$ cat config.mk
export PLATFORM = sky130hd
export DESIGN_NAME = hazard_forward_ctrl
export DESIGN_NICKNAME = d
export VERILOG_FILES = /design/src/rtl/cpu_pkg.sv /design/src/rtl/fwd_select.sv /design/src/rtl/hazard_forward_ctrl.sv
export SDC_FILE = /design/constraint.sdc
export NUM_CORES = 1
export LEC_CHECK = 0
export CORE_ASPECT_RATIO = 0.5
export CORE_MARGIN = 1
export CORE_UTILIZATION = 30
export CTS_BUF_LIST = sky130_fd_sc_hd__clkbuf_8
export CTS_CLUSTER_DIAMETER = 30
export CTS_CLUSTER_SIZE = 10
export DETAILED_ROUTE_END_ITERATION = 10
export PLACE_DENSITY_LB_ADDON = 0.08
export SLEW_MARGIN = 15
export SYNTH_ARGS = -nofsm -noshare
export SYNTH_HDL_FRONTEND = slang
export SYNTH_SLANG_ARGS = --single-unit
export TNS_END_PERCENT = 20
$ cat constraint.sdc
create_clock -name clk -period 2.3 [get_ports clk]
set_input_delay 0.46 -clock clk [delete_from_list [all_inputs] [get_ports clk]]
set_output_delay 0.46 -clock clk [all_outputs]
set_load 0.005 [all_outputs]
$ cat src/rtl/cpu_pkg.sv
// cpu_pkg: shared register constants, forward-select encodings and the
// shadow-pipeline slot type for the 5-stage ARM-subset hazard logic.
//   REG_W      register-number width
//   PC_REG     register number of the PC (never forwarded, never a hazard)
//   fwd_sel_e  operand mux select: RF, EX, MEM or WB result
//   slot_t     one in-flight destination: {valid, rd, rf_en, load}
//   slot_hit   true when a slot will produce the value of register src
package cpu_pkg;

    localparam int REG_W  = 4;
    localparam int PC_REG = 15;

    typedef enum logic [1:0] {
        FWD_RF  = 2'b00,
        FWD_EX  = 2'b01,
        FWD_MEM = 2'b10,
        FWD_WB  = 2'b11
    } fwd_sel_e;

    typedef struct packed {
        logic             valid;
        logic [REG_W-1:0] rd;
        logic             rf_en;
        logic             load;
    } slot_t;

    // The PC is read from the fetch path, so it never takes a forwarded value.
    function automatic logic slot_hit(slot_t s, logic [REG_W-1:0] src, logic [REG_W-1:0] pc);
        return s.valid && s.rf_en && s.rd == src && src != pc;
    endfunction

endpackage

$ cat src/rtl/fwd_select.sv
// fwd_select: priority match of one ID source register against the shadow slots.
//   ex_i, mem_i, wb_i  shadow slots, youngest first
//   src_i              source register number
//   used_i             the instruction actually reads src_i
//   sel_o              forward select: youngest matching slot, else RF
module fwd_select
    import cpu_pkg::*;
#(
    parameter logic [REG_W-1:0] PC_NUM = REG_W'(PC_REG)
) (
    input  slot_t            ex_i,
    input  slot_t            mem_i,
    input  slot_t            wb_i,
    input  logic [REG_W-1:0] src_i,
    input  logic             used_i,
    output logic [1:0]       sel_o
);

    always_comb begin
        sel_o = !used_i                        ? FWD_RF  :
                slot_hit(ex_i, src_i, PC_NUM)  ? FWD_EX  :
                slot_hit(mem_i, src_i, PC_NUM) ? FWD_MEM :
                slot_hit(wb_i, src_i, PC_NUM)  ? FWD_WB  : FWD_RF;
    end

endmodule

$ cat src/rtl/hazard_forward_ctrl.sv
// hazard_forward_ctrl: forwarding, load-use stall and branch flush control
// for the 5-stage ARM-subset pipeline.
//   clk, reset                    pipeline clock, async active-high reset
//   ID_rn/ID_rm/ID_rd_src         ID-stage source registers
//   ID_use_rn/ID_use_rm/ID_use_rd each source is actually read
//   ID_rd, ID_RF_enable           ID destination and register-file write
//   ID_load_instr                 ID instruction is a load
//   branch_taken                  B/BL resolved taken in ID
//   fwd_rn_sel/rm_sel/rd_sel      operand mux selects (00 RF,01 EX,10 MEM,11 WB)
//   PC_LE, IF_ID_LE               PC and IF/ID load enables
//   ID_nop_sel                    inject a bubble into ID/EX
//   IF_ID_flush                   clear IF/ID on the next edge
//   stall_count                   saturating count of stall cycles
module hazard_forward_ctrl #(
    parameter int REG_W  = 4,
    parameter int PC_REG = 15,
    parameter int CNT_W  = 16
) (
    input  logic             clk,
    input  logic             reset,
    input  logic [REG_W-1:0] ID_rn,
    input  logic [REG_W-1:0] ID_rm,
    input  logic [REG_W-1:0] ID_rd_src,
    input  logic             ID_use_rn,
    input  logic             ID_use_rm,
    input  logic             ID_use_rd,
    input  logic [REG_W-1:0] ID_rd,
    input  logic             ID_RF_enable,
    input  logic             ID_load_instr,
    input  logic             branch_taken,
    output logic [1:0]       fwd_rn_sel,
    output logic [1:0]       fwd_rm_sel,
    output logic [1:0]       fwd_rd_sel,
    output logic             PC_LE,
    output logic             IF_ID_LE,
    output logic             ID_nop_sel,
    output logic             IF_ID_flush,
    output logic [CNT_W-1:0] stall_count
);

    import cpu_pkg::*;

    localparam logic [REG_W-1:0] PC_NUM = REG_W'(PC_REG);

    slot_t            ex_q, mem_q, wb_q, ex_d;
    logic [CNT_W-1:0] cnt_q, cnt_d;
    logic             stall;

    // A load still in EX has no data yet; any consumer must wait one cycle
    // and then picks the value up from MEM.
    always_comb begin
        stall = ex_q.load && ((ID_use_rn && slot_hit(ex_q, ID_rn, PC_NUM)) ||
                              (ID_use_rm && slot_hit(ex_q, ID_rm, PC_NUM)) ||
                              (ID_use_rd && slot_hit(ex_q, ID_rd_src, PC_NUM)));
        ex_d = '{valid: !stall, rd: ID_rd, rf_en: ID_RF_enable, load: ID_load_instr};
        cnt_d = (stall && !(&cnt_q)) ? cnt_q + 1'b1 : cnt_q;
        PC_LE = !reset && !stall;
        IF_ID_LE = !reset && !stall;
        ID_nop_sel = reset || stall;
        // A stalled branch stays in ID and re-resolves, so it must not flush yet.
        IF_ID_flush = !reset && branch_taken && !stall;
    end

    always_ff @(posedge clk or posedge reset) begin
        if (reset) begin
            ex_q  <= '0;
            mem_q <= '0;
            wb_q  <= '0;
            cnt_q <= '0;
        end else begin
            ex_q  <= ex_d;
            mem_q <= ex_q;
            wb_q  <= mem_q;
            cnt_q <= cnt_d;
        end
    end

    assign stall_count = cnt_q;

    fwd_select #(.PC_NUM(PC_NUM)) u_rn (
        .ex_i(ex_q), .mem_i(mem_q), .wb_i(wb_q),
        .src_i(ID_rn), .used_i(ID_use_rn), .sel_o(fwd_rn_sel)
    );

    fwd_select #(.PC_NUM(PC_NUM)) u_rm (
        .ex_i(ex_q), .mem_i(mem_q), .wb_i(wb_q),
        .src_i(ID_rm), .used_i(ID_use_rm), .sel_o(fwd_rm_sel)
    );

    fwd_select #(.PC_NUM(PC_NUM)) u_rd (
        .ex_i(ex_q), .mem_i(mem_q), .wb_i(wb_q),
        .src_i(ID_rd_src), .used_i(ID_use_rd), .sel_o(fwd_rd_sel)
    );

endmodule

* After elaboration in Yosys (flattened, before gate mapping)
Cells that the tools add are included.
Operators by class: $add $sub $neg 1, equality and inequality tests 12, muxes and demuxes 12, reduce and logical (&&, ||, !) cells 36
Operators with widths (number):
- $eq 4x4->1 | 9
- $logic_and 1x1->1 | 29
- $mux 2 | 12
- $add 16x1->16 const B | 1
- $reduce_and 16->1 | 1
- $ne 4x4->1 const B | 3
- $logic_not 1->1 | 3
- $logic_or 1x1->1 | 3
Storage, ports and cells: register bits 35, input bits 24, output and inout port bits 26, logic and storage cells 72

* Depth between registers and ports, before layout
Gate-level depths: netlist (run 1).
depth after elaboration 9, depth in mapped cells 8, depth with buffers taken out 6

* Modules after synthesis
A second synthesis (run 1) with hierarchy kept.
Unflattened totals: cell total of the unflattened synthesis 212, area, all modules 2247.2 sq um
By module, submodules not included:
- hazard_forward_ctrl | instances 1, cells an instance 125, area an instance 1534.0 sq um, sequential area each 925.9 sq um
- fwd_select | instances 3, cells an instance 29, area an instance 237.7 sq um, sequential area each 0.0 sq um

* Worst setup path after synthesis (run 1)
Ideal clock, no wire load.
kind input to output, start input ID_rm[2], end output PC_LE, arrival time 1.880 ns, required time 1.840 ns, slack -0.040 ns, stages 8, path buffers 3, cells stage by stage buf_2 xor2_1 nor4_4 a22oi_4 buf_6 a21oi_1 nor2_1 buf_4
Between the ends: cells in the longest elaborated chain, start to end 9, elaborated cells between the ends (all ways) 10, classes of those cells 2 x eq/ne; 8 x reduce/logical
Ends and longest elaborated chain:
- start, declared | RTL line hazard_forward_ctrl.sv:22 | input logic [REG_W-1:0] ID_rm,
- $eq 4x4->1 | RTL line cpu_pkg.sv:29 | return s.valid && s.rf_en && s.rd == src && src != pc;
- $logic_and 1x1->1 | RTL line cpu_pkg.sv:29
- $logic_and 1x1->1 (*) | RTL line cpu_pkg.sv:29
- $logic_and 1x1->1 (*) | RTL line hazard_forward_ctrl.sv:53 | (ID_use_rm && slot_hit(ex_q, ID_rm, PC_NUM)) ||
- $logic_or 1x1->1 (*) | RTL line hazard_forward_ctrl.sv:52 | stall = ex_q.load && ((ID_use_rn && slot_hit(ex_q, ID_rn, PC_NUM)) ||
- $logic_or 1x1->1 (*) | RTL line hazard_forward_ctrl.sv:53
- $logic_and 1x1->1 (*) | RTL line hazard_forward_ctrl.sv:52
- $logic_not 1->1 (*)
- $logic_and 1x1->1 (*)
- end, declared | RTL line hazard_forward_ctrl.sv:34 | output logic PC_LE,
Every way passes the cells marked *; elsewhere a longest branch is shown, timed or not.

* Worst setup path in the final report (run 1)
start input ID_rd_src[0], end output ID_nop_sel
Between the ends: cells in the longest elaborated chain, start to end 7, elaborated cells between the ends (all ways) 8, classes of those cells 2 x eq/ne; 6 x reduce/logical
Ends and longest elaborated chain:
- start, declared | RTL line hazard_forward_ctrl.sv:23 | input logic [REG_W-1:0] ID_rd_src,
- $eq 4x4->1 | RTL line cpu_pkg.sv:29
- $logic_and 1x1->1 | RTL line cpu_pkg.sv:29
- $logic_and 1x1->1 (*) | RTL line cpu_pkg.sv:29
- $logic_and 1x1->1 (*) | RTL line hazard_forward_ctrl.sv:54 | (ID_use_rd && slot_hit(ex_q, ID_rd_src, PC_NUM)));
- $logic_or 1x1->1 (*) | RTL line hazard_forward_ctrl.sv:53
- $logic_and 1x1->1 (*) | RTL line hazard_forward_ctrl.sv:52
- $logic_or 1x1->1 (*) | RTL line hazard_forward_ctrl.sv:59 | ID_nop_sel = reset || stall;
- end, declared | RTL line hazard_forward_ctrl.sv:36 | output logic ID_nop_sel,
Marks and branches as above.

==> flow_metrics.py, run 1 <==
metrics = {
    "outcome": {
        "outcome": "complete, but fails checks",
        "violations": "setup timing",
    },
    "floorplanning": {
        "core_area_sq_um": 6780,
        "num_rows": 21,
        "io_pins": 50,
        "die_area_sq_um": 7470,
        "die_h_um": 61.6,
        "start_util_pct": 31.5,
        "die_w_um": 121,
    },
    "yosys": {
        "synth-seq-cells": 35,
        "yosysUniqueCellTypes": 42,
        "synth-edff-count": 0,
        "synth_area_leader_cell": "dfrtp_1",
        "async_flop_share_pct": 100,
        "syn_inst": 200,
        "avgSynthCellArea_sq_um": 10.7,
        "ys_seq_area_share_pct": 41.1,
        "yosysWarnings": 0,
        "ys.flop_type": "dfrtp_1",
        "synth_nets": 225,
        "synth_area_leaders": "dfrtp_1, xor2_1, a211oi_2, nand3_1, xnor2_1",
        "synth_top_cell_area_share_pct": 41.1,
        "synthesis.area_sq_um": 2130,
    },
    "worst_hold_path": {
        "hold_path_end": "mem_q[6]$_DFF_PP0_",
        "hp-class": "register to register",
        "holdPathStages": 0,
        "hp-start": "ex_q[6]$_DFF_PP0_",
    },
    "pwr": {
        "ir_drop_uv": 262,
        "cellPowerDensity_nw_per_um2": 455,
        "leakage_nw": 1.43,
    },
    "place": {
        "portBuffers": 49,
        "routabilityCongestion": 0.832,
        "place_hpwl_um": 4100,
        "placed_area_sq_um": 2990,
    },
    "cells_and_area": {
        "syn2layout_area_growth_pct": 53.1,
        "drive_above_1_share_pct": 38.3,
        "nNetsFinal": 322,
        "n_fill_cell": 647,
        "fin_util_pct": 48.2,
        "regArea_sq_um": 881,
        "final_common_cell": "buf_4",
        "fin_area_sq_um": 3270,
        "antenna_cells": 0,
        "mostFrequentLayoutCells": "buf_4, xor2_1, dfrtp_1",
        "multi_input_area_sq_um": 1290,
    },
    "detailed_routing": {
        "first_pass_iters": 4,
        "drt_iter0_markers": 39,
        "viasPerCell": 4.67,
        "vias": 1822,
        "wl_um": 5660,
        "drc": 0,
        "ant_nets": 0,
        "wl_per_cell_um": 14.5,
    },
    "clocking": {
        "clk_pin_slew_ns": 0.07,
        "cts_tree": "built",
        "root_buffer": "clkbuf_8",
        "clock-sinks": 35,
        "cts_buffer_depth": 2,
        "htreeDepth": 2,
        "cts_made_buffers": 5,
        "insertion_delay_ns": 0.28,
    },
    "global_route": {
        "antenna_found_initial": 0,
        "grt_remaining_overflow": 0,
        "globalRouteTotalUtil_pct": 16.1,
        "grt_pass1_wl_um": 8970,
        "grt_pass1_vias": 1814,
        "grt_max_degree": 20,
    },
    "worst_setup_path": {
        "reg2reg_depth": 9,
        "worstReg2RegEnd": "stall_count[14]$_DFFE_PP0P_",
        "crit_path_end_kind": "output port",
        "crit_path_top_delay_cell": "and4_1",
        "crit_required_ns": 1.84,
        "rrSetupSlack_ns": -0.07,
        "max_stage_delay_ns": 0.24,
        "cp.arrival_ns": 1.97,
        "crit_chain": "clkdlybuf4s15_1 > buf_4 > nand4_1 > and4_1 > a22oi_4 > a21oi_4 > buf_6 > or2_1 > buf_2",
        "worstSetupPathType": "input port to output port",
        "start_kind": "input port",
        "path_max_fanout": 4,
        "r2r_start": "ex_q[5]$_DFF_PP0_",
    },
    "sta": {
        "rsz0062_at_grt": "yes",
        "hold_viol": 0,
        "finalSetupViolCount": 8,
        "max_freq_mhz": 412,
        "worst_slack_ns": -0.130,
        "slew_headroom_pct": 76.0,
        "finalMaxSlewViolations": 0,
        "fin_skew_ns": 0.00353,
        "min_period_over_period_pct": 106,
        "min_period_ns": 2.43,
        "tns_ns": -0.678,
        "worstMarginPinSlew_ns": 0.359,
    },
    "job": {
        "cap_violations": 0,
    },
}
-- synth_stat cells (2+ instances only) --
library cell and number:
buf_4 2, nand4_1 6, nand2b_1 2, xnor2_1 7, a21boi_0 2, or2_2 2
nor2_1 6, mux2_2 2, inv_1 5, and4_1 2, buf_6 2, o21ai_2 2
xor2_1 34, nand3_1 13, a211oi_2 9, a2111oi_2 3, and2_1 3, buf_2 6
o21a_1 4, and3_1 8, nand2_1 15, a31oi_1 3, nor4_1 5, a21oi_1 3
o21ai_0 2, o211a_1 2, dfrtp_1 35
-- final cells by class --
type,instances,area share (%)
clock buffer,5,2.11
clock inverter,3,0.613
inverter,5,0.575
multi-input combinational,149,39.6
sequential,35,27.0
tap,92,3.52
timing repair buffer,101,26.6
-- kinds of logic (layout without fill, tap and decap cells) --
kind of cell / count (synthesis) / in the layout / synth area share, %
buf+inv: 16 / 114 / 4.28
xor+xnor: 42 / 42 / 17.6
flops: 35 / 35 / 41.1
simple gates: 69 / 69 / 18.5
compound gates: 34 / 34 / 16.4
fa+ha+maj: 1 / 1 / 0.586
mux: 3 / 3 / 1.58
-- state kept, by name, indices dropped and copies added, names as in the netlist --
name / flops
wb_q: 6
ex_q: 7
stall_count: 16
mem_q: 6
-- metrics by stage --
stage	setup slack, ns	hold WS (ns)	power, mW	cells
3_3_place_gp	-0.867	0.352	1.04	373
2_1_floorplan	0.0142	0.346	0.853	200
3_5_place_dp	-0.881	0.356	1.04	373
5_1_grt	-0.208	0.377	1.58	390
4_1_cts	-0.179	0.373	1.50	388
6_report	-0.130	0.370	1.49	390
-- timing repair --
action / 4_1_cts / 5_1_grt
pin swaps: 18 / 15
hold buffers: 0 / 0
setup buffers: 7 / 2
hold endpoints to repair: 0 / 0
endpoints found under the setup margin: 16 / 16
gates resized for setup: 77 / 20
-- critical path, delay by kind of cell --
family          cells  cell delay (ns)
compound gates      2             0.34
simple gates        3             0.54
buf+inv             4             0.62
-- layer usage --
layer / vias to the layer above / wire (um) / track usage [%] / part of all wire [%]
met4: 0 / 35 / 4.76 / 0.62
met2: 33 / 2760 / 28.0 / 49
met3: 5 / 221 / 3.80 / 3.9
met5: - / 0 / 0 / 0
li1: 906 / - / - / -
met1: 878 / 2640 / 20.5 / 47
-- how the worst max path moves through the flow --
stage | startpoint | to | slack, ns | cells after the start
3_5_place_dp | ID_rd_src[2] | fwd_rd_sel[0] | -0.88 | 7
3_3_place_gp | ID_rd_src[2] | fwd_rd_sel[0] | -0.87 | 7
2_1_floorplan | ID_rd_src[2] | PC_LE | 0.01 | 8
4_1_cts | ex_q[5]$_DFF_PP0_ | ID_nop_sel | -0.18 | 8
5_1_grt | ID_rd_src[0] | ID_nop_sel | -0.21 | 9
6_report | ID_rd_src[0] | ID_nop_sel | -0.13 | 9
-- where the power goes --
group / switching (mW) / internal (mW) / total (mW)
sequential: 0.0447 / 0.652 / 0.697
combinational: 0.153 / 0.192 / 0.345
clock: 0.234 / 0.211 / 0.444
No activity file was read; power rests on OpenSTA's default activity.
==> inputs of run 2 (changes only) <==
--- a/config.mk
+++ b/config.mk
@@ -5,6 +5,7 @@
 export SDC_FILE = /design/constraint.sdc
 export NUM_CORES = 1
 export LEC_CHECK = 0
+export CAP_MARGIN = 20
 export CORE_ASPECT_RATIO = 0.5
 export CORE_MARGIN = 1
 export CORE_UTILIZATION = 30
==> results of run 2 <==
The final DEF is identical to that of run 1; final timing and power are the same.
==> inputs of run 3 (changes only) <==
--- a/config.mk
+++ b/config.mk
@@ -8,7 +8,7 @@
 export CAP_MARGIN = 20
 export CORE_ASPECT_RATIO = 0.5
 export CORE_MARGIN = 1
-export CORE_UTILIZATION = 30
+export CORE_UTILIZATION = 41
 export CTS_BUF_LIST = sky130_fd_sc_hd__clkbuf_8
 export CTS_CLUSTER_DIAMETER = 30
 export CTS_CLUSTER_SIZE = 10
==> run 3 against run 2 <==
  * The run still ends with setup timing left
  * Fmax grew 2.1%
  * Power increased by 1.7%
  * Sequential power barely moved
  * Sequential share of layout area increased by 0.77 points
  * Utilization increased by 16 points
  * Flip-flop and latch count did not move
  * First-iteration DRC count is 38% lower
  * Critical path type unchanged
  * Largest power group unchanged
==> flow_metrics.py, run 3 (same netlist as run 1, synthesis figures left out) <==
metrics = {
    "worst_setup_path": {
        "path_max_fanout": 4,
        "crit_buf_inv": 4,
        "crit_path_end_kind": "output port",
        "path_delay_family": "buffers and inverters",
        "crit_path_top_delay_cell": "dlygate4sd2_1",
        "max_stage_delay_ns": 0.28,
        "worstSetupPathType": "input port to output port",
        "cp.arrival_ns": 1.92,
        "crit_required_ns": 1.84,
        "start_kind": "input port",
        "crit_chain": "dlygate4sd2_1 > xor2_2 > nor4_4 > buf_4 > a22oi_4 > a21oi_4 > buf_6 > nor3b_2 > buf_2",
    },
    "cells_and_area": {
        "multi_input_area_sq_um": 1260,
        "antenna_cells": 0,
        "drive_above_1_share_pct": 37.7,
        "nNetsFinal": 316,
        "mostFrequentLayoutCells": "buf_4, xor2_1, dfrtp_1",
        "final_cells": 362,
        "fin_util_pct": 64.1,
        "n_fill_cell": 434,
        "final_common_cell": "buf_4",
        "regArea_sq_um": 881,
        "largest_reg_flops": 16,
        "syn2layout_area_growth_pct": 48.9,
    },
    "clocking": {
        "htreeDepth": 2,
        "cts_made_buffers": 5,
        "cts_buffer_depth": 2,
        "root_buffer": "clkbuf_8",
        "cts_tree": "built",
        "clock-sinks": 35,
        "insertion_delay_ns": 0.30,
        "clk_pin_slew_ns": 0.08,
    },
    "sta": {
        "rsz0062_at_grt": "yes",
        "worst_slack_ns": -0.0808,
        "finalSetupViolCount": 6,
        "tns_ns": -0.303,
        "min_period_over_period_pct": 104,
        "min_period_ns": 2.38,
        "slew_headroom_pct": 70.8,
        "worstMarginPinSlew_ns": 0.438,
        "hold_viol": 0,
        "max_freq_mhz": 420,
        "finalMaxSlewViolations": 0,
        "fin_skew_ns": 0.00540,
    },
    "detailed_routing": {
        "wl_met1_um": 2540,
        "drt_iter0_markers": 24,
        "ant_nets": 0,
        "drc": 0,
        "wl_per_cell_um": 14.8,
        "top_layer": "met4",
        "wl_um": 5350,
        "routed-wl-met2_um": 2540,
        "vias": 1854,
        "viasPerCell": 5.12,
        "first_pass_iters": 4,
        "wl_met3_um": 185,
    },
    "floorplanning": {
        "core_area_sq_um": 4950,
        "start_util_pct": 43.1,
        "die_w_um": 104,
        "num_rows": 18,
        "io_pins": 50,
        "die_h_um": 53.0,
        "die_area_sq_um": 5510,
    },
    "global_route": {
        "grt_max_degree": 36,
        "grt_pass1_wl_um": 8420,
        "antenna_found_initial": 0,
        "grt_remaining_overflow": 0,
        "globalRouteTotalUtil_pct": 20.2,
        "grt_pass1_vias": 1720,
    },
    "outcome": {
        "violations": "setup timing",
        "outcome": "complete, but fails checks",
    },
    "pwr": {
        "cellPowerDensity_nw_per_um2": 476,
        "total_power_mw": 1.51,
        "leakage_nw": 1.41,
        "ir_drop_uv": 468,
    },
    "place": {
        "routabilityCongestion": 0.906,
        "dp_slack_ns": -0.893,
        "dp.cells": 344,
        "portBuffers": 49,
        "place_hpwl_um": 3760,
    },
    "job": {
        "cap_violations": 0,
    },
    "worst_hold_path": {
        "hp-class": "register to register",
    },
}
[run 3: cell types whose count changed in the layout (fill, tap and decap cells not counted), moves of 2 or more]
cell / before / now
buf_4: 45 / 37
buf_6: 6 / 8
a2111oi_2: 0 / 3
a2111oi_4: 4 / 1
[run 3: stage by stage]
stage | instance area, sq um | hold WS, ns
detailed placement | 2910 | 0.364
finish | 3180 | 0.376
global placement | 2910 | 0.354
CTS | 3110 | 0.383
floorplan | 2140 | 0.346
global route | 3180 | 0.397
[run 3: where the power goes]
part / switching [mW] / leakage [nW] / internal (mW) / total [mW]
Combinational: 0.153 / 0.940 / 0.190 / 0.344
Clock: 0.256 / 0.0408 / 0.216 / 0.472
Sequential: 0.0445 / 0.430 / 0.652 / 0.696
[run 3: per-layer routing]
| layer | up-vias | GRT usage, % |
|---|---|---|
| li1 | 892 | - |
| met1 | 919 | 25.7 |
| met2 | 34 | 34.6 |
| met3 | 9 | 4.68 |
| met4 | 0 | 6.90 |
| met5 | - | 0 |
[run 3: final cells by class]
cell class | instances | share of cell area, %
multi-input combinational | 149 | 39.7
timing repair buffer | 95 | 26.3
sequential | 35 | 27.7
clock buffer | 5 | 2.17
clock inverter | 3 | 0.749
tap | 70 | 2.76
inverter | 5 | 0.591
[run 3: timing repair]
item                       4_1_cts  5_1_grt
pin swaps                       22        6
resized for setup               82       13
hold buffers                     0        0
setup endpoints to repair       15       11
setup buffers                    7        3
[run 3: path summary, 6_finish.rpt]
path | slack [ns] | start | cells after the start | end
setup / recovery | -0.08 | ID_rm[2] | 9 | IF_ID_flush
hold / removal | 0.38 | ex_q[6]$_DFF_PP0_ | 0 | mem_q[6]$_DFF_PP0_
setup reg to reg | 0.07 | ex_q[4]$_DFF_PP0_ | 8 | stall_count[14]$_DFFE_PP0P_
hold reg to reg | 0.38 | ex_q[6]$_DFF_PP0_ | 0 | mem_q[6]$_DFF_PP0_
max in group asynchronous | 1.29 | reset | 3 | ex_q[3]$_DFF_PP0_
min in group asynchronous | 0.68 | reset | 3 | mem_q[4]$_DFF_PP0_
